===== config.mk =====
export PLATFORM = sky130hd
export DESIGN_NAME = scan_controller
export DESIGN_NICKNAME = d
export VERILOG_FILES = /design/src/rtl/scan_controller.sv
export SDC_FILE = /design/constraint.sdc
export NUM_CORES = 1
export LEC_CHECK = 0
export CAP_MARGIN = 40
export CORE_AREA = 2 2 39 41
export CTS_CLUSTER_DIAMETER = 120
export DETAILED_ROUTE_END_ITERATION = 16
export DIE_AREA = 0 0 41 43
export HOLD_SLACK_MARGIN = 0.05
export PLACE_DENSITY = 0.47
export RECOVER_POWER = 50
export SYNTH_ARGS = -nofsm -noshare
export SYNTH_HDL_FRONTEND = slang
export SYNTH_SLANG_ARGS = --single-unit

===== constraint.sdc =====
create_clock -name clk -period 3.7 [get_ports clk]
set_clock_uncertainty 0.2 [all_clocks]
set_input_delay 0.74 -clock clk [delete_from_list [all_inputs] [get_ports clk]]
set_output_delay 0.74 -clock clk [all_outputs]
set_load 0.01 [all_outputs]

===== src/rtl/scan_controller.sv =====
// Moore FSM sequencing a row/column scan over an 8x8 address space through an
// external pair of 3-bit load/increment counters, one memory read per address.
module scan_controller #(
  parameter logic [2:0] COL_INIT = 3'd0,
  parameter logic [2:0] ROW_INIT = 3'd0
) (
  input  logic       clk,
  input  logic       reset,
  input  logic       start_i,
  input  logic       mem_ready_i,
  input  logic       col_carry_i,
  input  logic       row_carry_i,
  output logic       col_ld_o,
  output logic       col_inc_o,
  output logic       row_ld_o,
  output logic       row_inc_o,
  output logic [2:0] col_init_o,
  output logic [2:0] row_init_o,
  output logic       rd_en_o,
  output logic       busy_o,
  output logic       done_o
);

  typedef enum logic [2:0] {
    S_IDLE,
    S_LOAD,
    S_REQ,
    S_INC_COL,
    S_CHK_COL,
    S_INC_ROW,
    S_CHK_ROW,
    S_DONE
  } state_t;

  state_t state_q, state_d;

  assign col_init_o = COL_INIT;
  assign row_init_o = ROW_INIT;

  always_ff @(posedge clk) begin
    if (reset) state_q <= S_IDLE;
    else       state_q <= state_d;
  end

  // Carries are only trusted in the CHK states, one cycle after the matching inc.
  always_comb begin
    state_d   = state_q;
    col_ld_o  = 1'b0;
    col_inc_o = 1'b0;
    row_ld_o  = 1'b0;
    row_inc_o = 1'b0;
    rd_en_o   = 1'b0;
    busy_o    = 1'b1;
    done_o    = 1'b0;
    unique case (state_q)
      S_IDLE: begin
        busy_o = 1'b0;
        if (start_i) state_d = S_LOAD;
      end
      S_LOAD: begin
        col_ld_o = 1'b1;
        row_ld_o = 1'b1;
        state_d  = S_REQ;
      end
      S_REQ: begin
        rd_en_o = 1'b1;
        if (mem_ready_i) state_d = S_INC_COL;
      end
      S_INC_COL: begin
        col_inc_o = 1'b1;
        state_d   = S_CHK_COL;
      end
      S_CHK_COL: begin
        state_d = col_carry_i ? S_INC_ROW : S_REQ;
      end
      S_INC_ROW: begin
        row_inc_o = 1'b1;
        col_ld_o  = 1'b1;
        state_d   = S_CHK_ROW;
      end
      S_CHK_ROW: begin
        state_d = row_carry_i ? S_DONE : S_REQ;
      end
      S_DONE: begin
        done_o  = 1'b1;
        state_d = S_IDLE;
      end
      default: state_d = S_IDLE;
    endcase
  end

endmodule


==> results of run 1 <==
[per-layer routing]
metal | up-vias | routed length (µm) | GRT usage
met5 | - | 0 | 0
met4 | 0 | 14 | 0.06000
met3 | 2 | 45 | 0.06283
met2 | 13 | 251 | 0.08125
met1 | 105 | 184 | 0.08065
li1 | 118 | - | -
[power by group through the flow]
| stage | Sequential (mW) | Clock [mW] | Combinational (mW) |
|---|---|---|---|
| floorplan | 0.0361 | 0 | 0.0281 |
| global placement | 0.0412 | 0 | 0.0337 |
| detailed placement | 0.0413 | 0 | 0.0334 |
| CTS | 0.0408 | 0.0606 | 0.0334 |
| global route | 0.0417 | 0.0638 | 0.0351 |
| finish | 0.0407 | 0.0576 | 0.0323 |
[cell families (layout without fill, tap and decap cells)]
| logic type | Yosys count | count (layout) |
|---|---|---|
| simple gates | 12 | 12 |
| buf+inv | 10 | 17 |
| compound gates | 4 | 4 |
| flops | 3 | 3 |
| other cells | 1 | 6 |
| mux | 1 | 1 |
[layout make-up]
type / count / area share
sequential: 3 / 0.1589
timing repair buffer: 12 / 0.3179
tap: 16 / 0.05298
inverter: 1 / 0.009934
multi-input combinational: 23 / 0.3907
clock buffer: 4 / 0.06954
[path summary, 6_finish.rpt]
kind	startpoint	endpoint	slack (ps)	cells past startpoint
max	state_q[0]	row_ld_o	1180	3
min	state_q[0]	state_q[0]	400	1
max reg2reg	state_q[1]	state_q[0]	2230	2
min reg2reg	state_q[0]	state_q[0]	400	1
[metrics by stage]
| stage | setup slack [ps] | cells | total power, mW |
|---|---|---|---|
| detailed placement | 1398 | 55 | 0.07475 |
| finish | 1176 | 59 | 0.1306 |
| global route | 1083 | 59 | 0.1407 |
| CTS | 1139 | 59 | 0.1348 |
| global placement | 1431 | 55 | 0.07491 |
| floorplan | 1798 | 36 | 0.06418 |
[synthesized netlist by cell type, drive strengths merged]
| cell | instances | area, µm² |
|---|---|---|
| buf | 9 | 66.31 |
| dfxtp | 3 | 60.06 |
| a211oi | 2 | 15.01 |
| nor2 | 2 | 7.510 |
| nor2b | 2 | 12.51 |
| nor3b | 2 | 15.01 |
| and2 | 1 | 6.260 |
| and3 | 1 | 6.260 |
| conb | 1 | 3.750 |
| inv | 1 | 3.750 |
| mux4 | 1 | 22.52 |
| nand2 | 1 | 3.750 |
| nand2b | 1 | 6.260 |
| nand4b | 1 | 8.760 |
| o21ai | 1 | 5.000 |
| o21ba | 1 | 10.01 |
| or3 | 1 | 6.260 |
[critical path: stages, from the launching register on]
cell and delay (ps):
sky130_fd_sc_hd__dfxtp_1 460, sky130_fd_sc_hd__nor2b_1 200, sky130_fd_sc_hd__nor2b_1 140, sky130_fd_sc_hd__clkdlybuf4s50_1 540
==> metrics.txt, run 1 <==
# TYPE chip_impl_metric gauge
chip_impl_metric{name="total_wire_length_after_detailed_routing",unit="µm"} 496
chip_impl_info{name="layout.cells.most_common",value="sky130_fd_sc_hd__clkdlybuf4s50_1"} 1
chip_impl_metric{name="grt_antenna_before_repair",unit=""} 0
chip_impl_metric{name="htreeDepth",unit=""} 1
chip_impl_metric{name="fin_crit",unit="ps"} 2524
chip_impl_metric{name="ctsResizeCount",unit=""} 0
chip_impl_info{name="main_combinational_cell_family_by_area_after_synthesis",value="simple AND/OR/NAND/NOR gates"} 1
chip_impl_metric{name="yosys_warnings",unit=""} 0
chip_impl_metric{name="synth_seq_area_share",unit=""} 0.2319
chip_impl_metric{name="synth.avg_cell_area",unit="µm²"} 8.355
chip_impl_metric{name="share_of_the_synthesized_area_in_compound_gates_ao_oa_aoi_oai",unit=""} 0.1159
chip_impl_metric{name="fillerInstances",unit=""} 161
chip_impl_metric{name="layout-area-overhead-vs-synth",unit="%"} 45.89
chip_impl_metric{name="finalWeightedCongestion",unit=""} 0.6943
chip_impl_metric{name="netlist_area",unit="µm²"} 259.0
chip_impl_metric{name="numPortBuffers",unit=""} 12
chip_impl_metric{name="crit_arrival",unit="ps"} 1580
chip_impl_info{name="path_class",value="register to output pin"} 1
chip_impl_metric{name="critical_path.max_fanout",unit=""} 10
chip_impl_metric{name="count_of_tritonroute_iterations_in_the_first_routing_pass",unit=""} 3
chip_impl_metric{name="final-max-slew-violation-count",unit=""} 0
chip_impl_metric{name="p_per_area",unit="mW/mm²"} 345.6
chip_impl_metric{name="final-setup-viol-count",unit=""} 0
chip_impl_metric{name="vias",unit=""} 238
chip_impl_metric{name="yosys_register_bits",unit=""} 3
chip_impl_metric{name="switching_share",unit=""} 0.2654
chip_impl_metric{name="finalHoldViolCount",unit=""} 0
chip_impl_metric{name="nNetsFinal",unit=""} 50
chip_impl_info{name="end_kind",value="output pin"} 1
chip_impl_metric{name="max_cap_violations",unit=""} 0
chip_impl_metric{name="combPwrFrac",unit=""} 0.247
chip_impl_metric{name="floorplan.io_pins",unit=""} 19
chip_impl_metric{name="final_routed_wire_length_divided_by_cell_count",unit="µm"} 8.407
chip_impl_metric{name="die-width",unit="µm"} 41
chip_impl_metric{name="first_global_vias",unit=""} 180
chip_impl_metric{name="power.share.clock",unit=""} 0.441
chip_impl_metric{name="clkTransAtPathRegs",unit="ps"} 40
chip_impl_metric{name="die_h",unit="µm"} 43
chip_impl_info{name="rsz0062_at_grt",value="false"} 1
chip_impl_metric{name="post_synth_num_cell_types",unit=""} 19
chip_impl_info{name="crit_path_launch_type",value="register"} 1
chip_impl_metric{name="layout.core_utilization",unit=""} 0.2731
chip_impl_info{name="run_status",value="completed"} 1
chip_impl_metric{name="syn_inst",unit=""} 31
chip_impl_info{name="min_path_type",value="register to register"} 1
chip_impl_metric{name="multi_input_area",unit="µm²"} 147.6
chip_impl_metric{name="p_seq_frac",unit=""} 0.312
chip_impl_metric{name="die_area",unit="mm²"} 0.001763
chip_impl_metric{name="p_leak",unit="nW"} 0.1590
chip_impl_metric{name="antenna_cells",unit=""} 0
chip_impl_metric{name="synth_simple_gate_area_frac",unit=""} 0.2802
chip_impl_metric{name="grt_pass1_wl",unit="µm"} 786
chip_impl_metric{name="yosys.area_share.xor_xnor",unit=""} 0
chip_impl_metric{name="route.detailed.vias_per_inst",unit=""} 4.034
chip_impl_info{name="registers.top_by_ff_count",value="state_q"} 1
chip_impl_metric{name="clk-insertion-delay-late",unit="ps"} 230
chip_impl_info{name="cts_tree",value="done"} 1
chip_impl_metric{name="required_time_at_the_endpoint_of_the_critical_path",unit="ps"} 2760
chip_impl_metric{name="fin_area",unit="µm²"} 377.9
chip_impl_metric{name="cts_post_setup_buffers_inserted",unit=""} 0
chip_impl_metric{name="power.ir.vdd_worst",unit="µV"} 179.7
chip_impl_info{name="layout_common_cells",value="9 x sky130_fd_sc_hd__clkdlybuf4s50_1, 6 x sky130_fd_sc_hd__conb_1, 3 x sky130_fd_sc_hd__clkbuf_4, 3 x sky130_fd_sc_hd__dlygate4sd3_1, 3 x sky130_fd_sc_hd__dfxtp_1"} 1
chip_impl_metric{name="p_int",unit="µW"} 95.93
chip_impl_metric{name="tns",unit="ps"} 0
chip_impl_metric{name="fraction_of_layout_instances_using_a_drive_strength_above_1",unit=""} 0.1163
chip_impl_metric{name="dr.first_iter.drc_count",unit=""} 8
chip_impl_metric{name="largest_register_ff_count",unit=""} 3
chip_impl_metric{name="synthAdderAreaFrac",unit=""} 0
chip_impl_metric{name="grt_max_degree",unit=""} 11
chip_impl_metric{name="whs",unit="ps"} 399.1
chip_impl_metric{name="clock_sink_count",unit=""} 3
chip_impl_metric{name="globalRouteTotalUtil",unit=""} 0.07236
chip_impl_metric{name="period_share",unit=""} 0.6820
chip_impl_metric{name="net-switching-power",unit="µW"} 34.66
chip_impl_metric{name="yosys-mux-area-fraction",unit=""} 0.08696
chip_impl_metric{name="total_gr_overflow",unit=""} 0
chip_impl_metric{name="numCtsBuffers",unit=""} 3
chip_impl_metric{name="regArea",unit="µm²"} 60.06
chip_impl_metric{name="fp-row-count",unit=""} 14
chip_impl_metric{name="drt.antenna.violating_nets",unit=""} 0
chip_impl_metric{name="postPlaceCellArea",unit="µm²"} 351.6
chip_impl_metric{name="drc_errors",unit=""} 0
chip_impl_metric{name="cts_hold_buf",unit=""} 0
chip_impl_info{name="registers_with_the_most_flip_flops",value="state_q (3)"} 1
chip_impl_info{name="root_buffer",value="sky130_fd_sc_hd__clkbuf_4"} 1
chip_impl_metric{name="core",unit="mm²"} 0.001384
chip_impl_metric{name="clock_tree.buffer_depth",unit=""} 2
chip_impl_metric{name="clock.fmax",unit="GHz"} 0.3963
chip_impl_metric{name="initial_core_util",unit=""} 0.1872
Power figures use the tool's default switching activity.
==> inputs of run 2 (changes only) <==
- PLACE_DENSITY: 0.47 -> 0.48
- clock period: 3.7 -> 2.3 ns (I/O delays scaled with it)
==> metrics.txt, run 2 (synthesized netlist as in run 1, its figures left out) <==
# TYPE chip_impl_metric gauge
chip_impl_info{name="run_status",value="completed"} 1
chip_impl_metric{name="p_leak",unit="nW"} 0.1593
chip_impl_metric{name="timing.reg2reg.setup_slack",unit="ps"} 810
chip_impl_metric{name="total_gr_overflow",unit=""} 0
chip_impl_metric{name="switching_share",unit=""} 0.2599
chip_impl_metric{name="grt_max_degree",unit=""} 11
chip_impl_metric{name="fp-row-count",unit=""} 14
chip_impl_metric{name="finalHoldViolCount",unit=""} 0
chip_impl_metric{name="die-width",unit="µm"} 41
chip_impl_info{name="launching_instance_or_port_of_the_critical_path",value="state_q[1]"} 1
chip_impl_info{name="path_class",value="register to output pin"} 1
chip_impl_metric{name="dr.first_iter.drc_count",unit=""} 2
chip_impl_metric{name="total_wire_length_after_detailed_routing",unit="µm"} 490
chip_impl_metric{name="p_seq_frac",unit=""} 0.317
chip_impl_metric{name="numPortBuffers",unit=""} 12
chip_impl_metric{name="hold_depth",unit=""} 1
chip_impl_info{name="layout.cells.most_common",value="sky130_fd_sc_hd__clkdlybuf4s50_1"} 1
chip_impl_metric{name="regArea",unit="µm²"} 61.31
chip_impl_metric{name="fin_crit",unit="ps"} 2180
chip_impl_info{name="root_buffer",value="sky130_fd_sc_hd__clkbuf_4"} 1
chip_impl_metric{name="max_cap_violations",unit=""} 0
chip_impl_metric{name="first_global_vias",unit=""} 207
chip_impl_metric{name="layout-area-overhead-vs-synth",unit="%"} 46.38
chip_impl_metric{name="antenna_cells",unit=""} 0
chip_impl_metric{name="worst_path_largest_cell_delay",unit="ps"} 600
chip_impl_metric{name="net-switching-power",unit="µW"} 54.31
chip_impl_info{name="crit_path_launch_type",value="register"} 1
chip_impl_metric{name="htreeDepth",unit=""} 1
chip_impl_metric{name="period_share",unit=""} 0.9478
chip_impl_metric{name="power.ir.vdd_worst",unit="µV"} 103.7
chip_impl_metric{name="layout.core_utilization",unit=""} 0.2740
chip_impl_metric{name="nNetsFinal",unit=""} 50
chip_impl_info{name="hold_path_startpoint",value="state_q[0]"} 1
chip_impl_metric{name="route.detailed.vias_per_inst",unit=""} 3.864
chip_impl_metric{name="fin_area",unit="µm²"} 379.1
chip_impl_metric{name="core",unit="mm²"} 0.001384
chip_impl_metric{name="fraction_of_layout_instances_using_a_drive_strength_above_1",unit=""} 0.1395
chip_impl_metric{name="worstRegToRegCells",unit=""} 2
chip_impl_info{name="cts_tree",value="done"} 1
chip_impl_metric{name="tns",unit="ps"} 0
chip_impl_metric{name="clock_sink_count",unit=""} 3
chip_impl_metric{name="clock.fmax",unit="GHz"} 0.4587
chip_impl_metric{name="largest_register_ff_count",unit=""} 3
chip_impl_info{name="end_of_the_worst_register_to_register_path",value="state_q[0]"} 1
chip_impl_info{name="critPathTopFamily",value="buffers and inverters"} 1
chip_impl_metric{name="clkTransAtPathRegs",unit="ps"} 30
chip_impl_metric{name="die_h",unit="µm"} 43
chip_impl_metric{name="cts_hold_buf",unit=""} 0
chip_impl_metric{name="numCtsBuffers",unit=""} 3
chip_impl_metric{name="final-max-slew-violation-count",unit=""} 0
chip_impl_info{name="r2r-start",value="state_q[1]"} 1
chip_impl_info{name="hold-path-endpoint",value="state_q[0]"} 1
chip_impl_metric{name="initial_core_util",unit=""} 0.1872
chip_impl_info{name="registers.top_by_ff_count",value="state_q"} 1
chip_impl_metric{name="grt_antenna_before_repair",unit=""} 0
chip_impl_metric{name="p_int",unit="µW"} 154.6
chip_impl_metric{name="required_time_at_the_endpoint_of_the_critical_path",unit="ps"} 1640
chip_impl_metric{name="globalRouteTotalUtil",unit=""} 0.07229
chip_impl_metric{name="combPwrFrac",unit=""} 0.247
chip_impl_metric{name="critical_path.max_fanout",unit=""} 10
chip_impl_metric{name="floorplan.io_pins",unit=""} 19
chip_impl_metric{name="finalWeightedCongestion",unit=""} 0.6762
chip_impl_metric{name="whs",unit="ps"} 309.2
chip_impl_metric{name="clk-insertion-delay-late",unit="ps"} 230
chip_impl_metric{name="postPlaceCellArea",unit="µm²"} 351.6
chip_impl_info{name="rsz0062_at_grt",value="false"} 1
chip_impl_metric{name="crit_arrival",unit="ps"} 1520
chip_impl_metric{name="fillerInstances",unit=""} 154
chip_impl_metric{name="p_per_area",unit="mW/mm²"} 551.1
chip_impl_info{name="registers_with_the_most_flip_flops",value="state_q (3)"} 1
chip_impl_metric{name="die_area",unit="mm²"} 0.001763
chip_impl_metric{name="drc_errors",unit=""} 0
chip_impl_info{name="min_path_type",value="register to register"} 1
chip_impl_metric{name="vias",unit=""} 228
chip_impl_metric{name="multi_input_area",unit="µm²"} 147.6
chip_impl_info{name="layout_common_cells",value="9 x sky130_fd_sc_hd__clkdlybuf4s50_1, 6 x sky130_fd_sc_hd__conb_1, 3 x sky130_fd_sc_hd__clkbuf_4, 3 x sky130_fd_sc_hd__dlygate4sd3_1"} 1
chip_impl_info{name="cells_along_the_critical_path",value="and3_1, dlygate4sd3_1"} 1
chip_impl_metric{name="clock_tree.buffer_depth",unit=""} 2
chip_impl_metric{name="power.share.clock",unit=""} 0.436
chip_impl_metric{name="final_routed_wire_length_divided_by_cell_count",unit="µm"} 8.305
chip_impl_metric{name="worst-path-buf-inv",unit=""} 1
chip_impl_info{name="timing.critical_path.slowest_stage_cell",value="sky130_fd_sc_hd__dlygate4sd3_1"} 1
chip_impl_metric{name="grt_pass1_wl",unit="µm"} 779
chip_impl_info{name="end_kind",value="output pin"} 1
chip_impl_metric{name="count_of_tritonroute_iterations_in_the_first_routing_pass",unit=""} 2
chip_impl_metric{name="final-setup-viol-count",unit=""} 0
chip_impl_metric{name="drt.antenna.violating_nets",unit=""} 0
[run 2: changes by cell type in the layout (fill, tap and decap cells not counted)]
cell / change
sky130_fd_sc_hd__dfxtp_1: -1
sky130_fd_sc_hd__dfxtp_2: +1
[run 2: worst max path at each step]
| stage | to | slack (ps) | cells past startpoint |
|---|---|---|---|
| 6_report | done_o | 120 | 2 |
| 3_5_place_dp | row_ld_o | 280 | 3 |
| 2_1_floorplan | row_ld_o | 680 | 3 |
| 5_1_grt | col_inc_o | 20 | 3 |
| 3_3_place_gp | row_ld_o | 280 | 3 |
| 4_1_cts | row_ld_o | 30 | 3 |
[run 2: area by class of cell]
type	count	share of cell area
Sequential cell	3	0.1617
Multi-Input combinational cell	23	0.3894
Timing Repair Buffer	12	0.3168
Clock buffer	4	0.06931
Tap cell	16	0.05281
Inverter	1	0.009901
[run 2: power by group through the flow]
stage	registers (mW)	clock network, mW	logic, mW
2_1_floorplan	0.0580	0	0.0452
3_3_place_gp	0.0668	0	0.0530
3_5_place_dp	0.0670	0	0.0530
4_1_cts	0.0663	0.0961	0.0530
5_1_grt	0.0674	0.101	0.0568
6_report	0.0663	0.0910	0.0516
[run 2: through the flow]
stage          power (mW)  instances  worst slack [ps]
5_1_grt            0.2257         59             20.83
6_report           0.2089         59             120.1
3_5_place_dp       0.1200         55             278.4
3_3_place_gp       0.1199         55             284.3
2_1_floorplan      0.1032         36             677.7
4_1_cts            0.2154         59             28.32
[run 2: layer usage]
layer / part of all wire / global-route usage / wire, µm
met4: 0 / 0.1200 / 0
met1: 0.37 / 0.07395 / 181
met3: 0.069 / 0 / 34
met2: 0.56 / 0.09688 / 274
met5: 0 / 0 / 0
[run 2: repair_timing]
action                                  4_1_cts  5_1_grt
buffers inserted                              0        0
gates resized for setup                       0        1
endpoints found under the setup margin        0        2
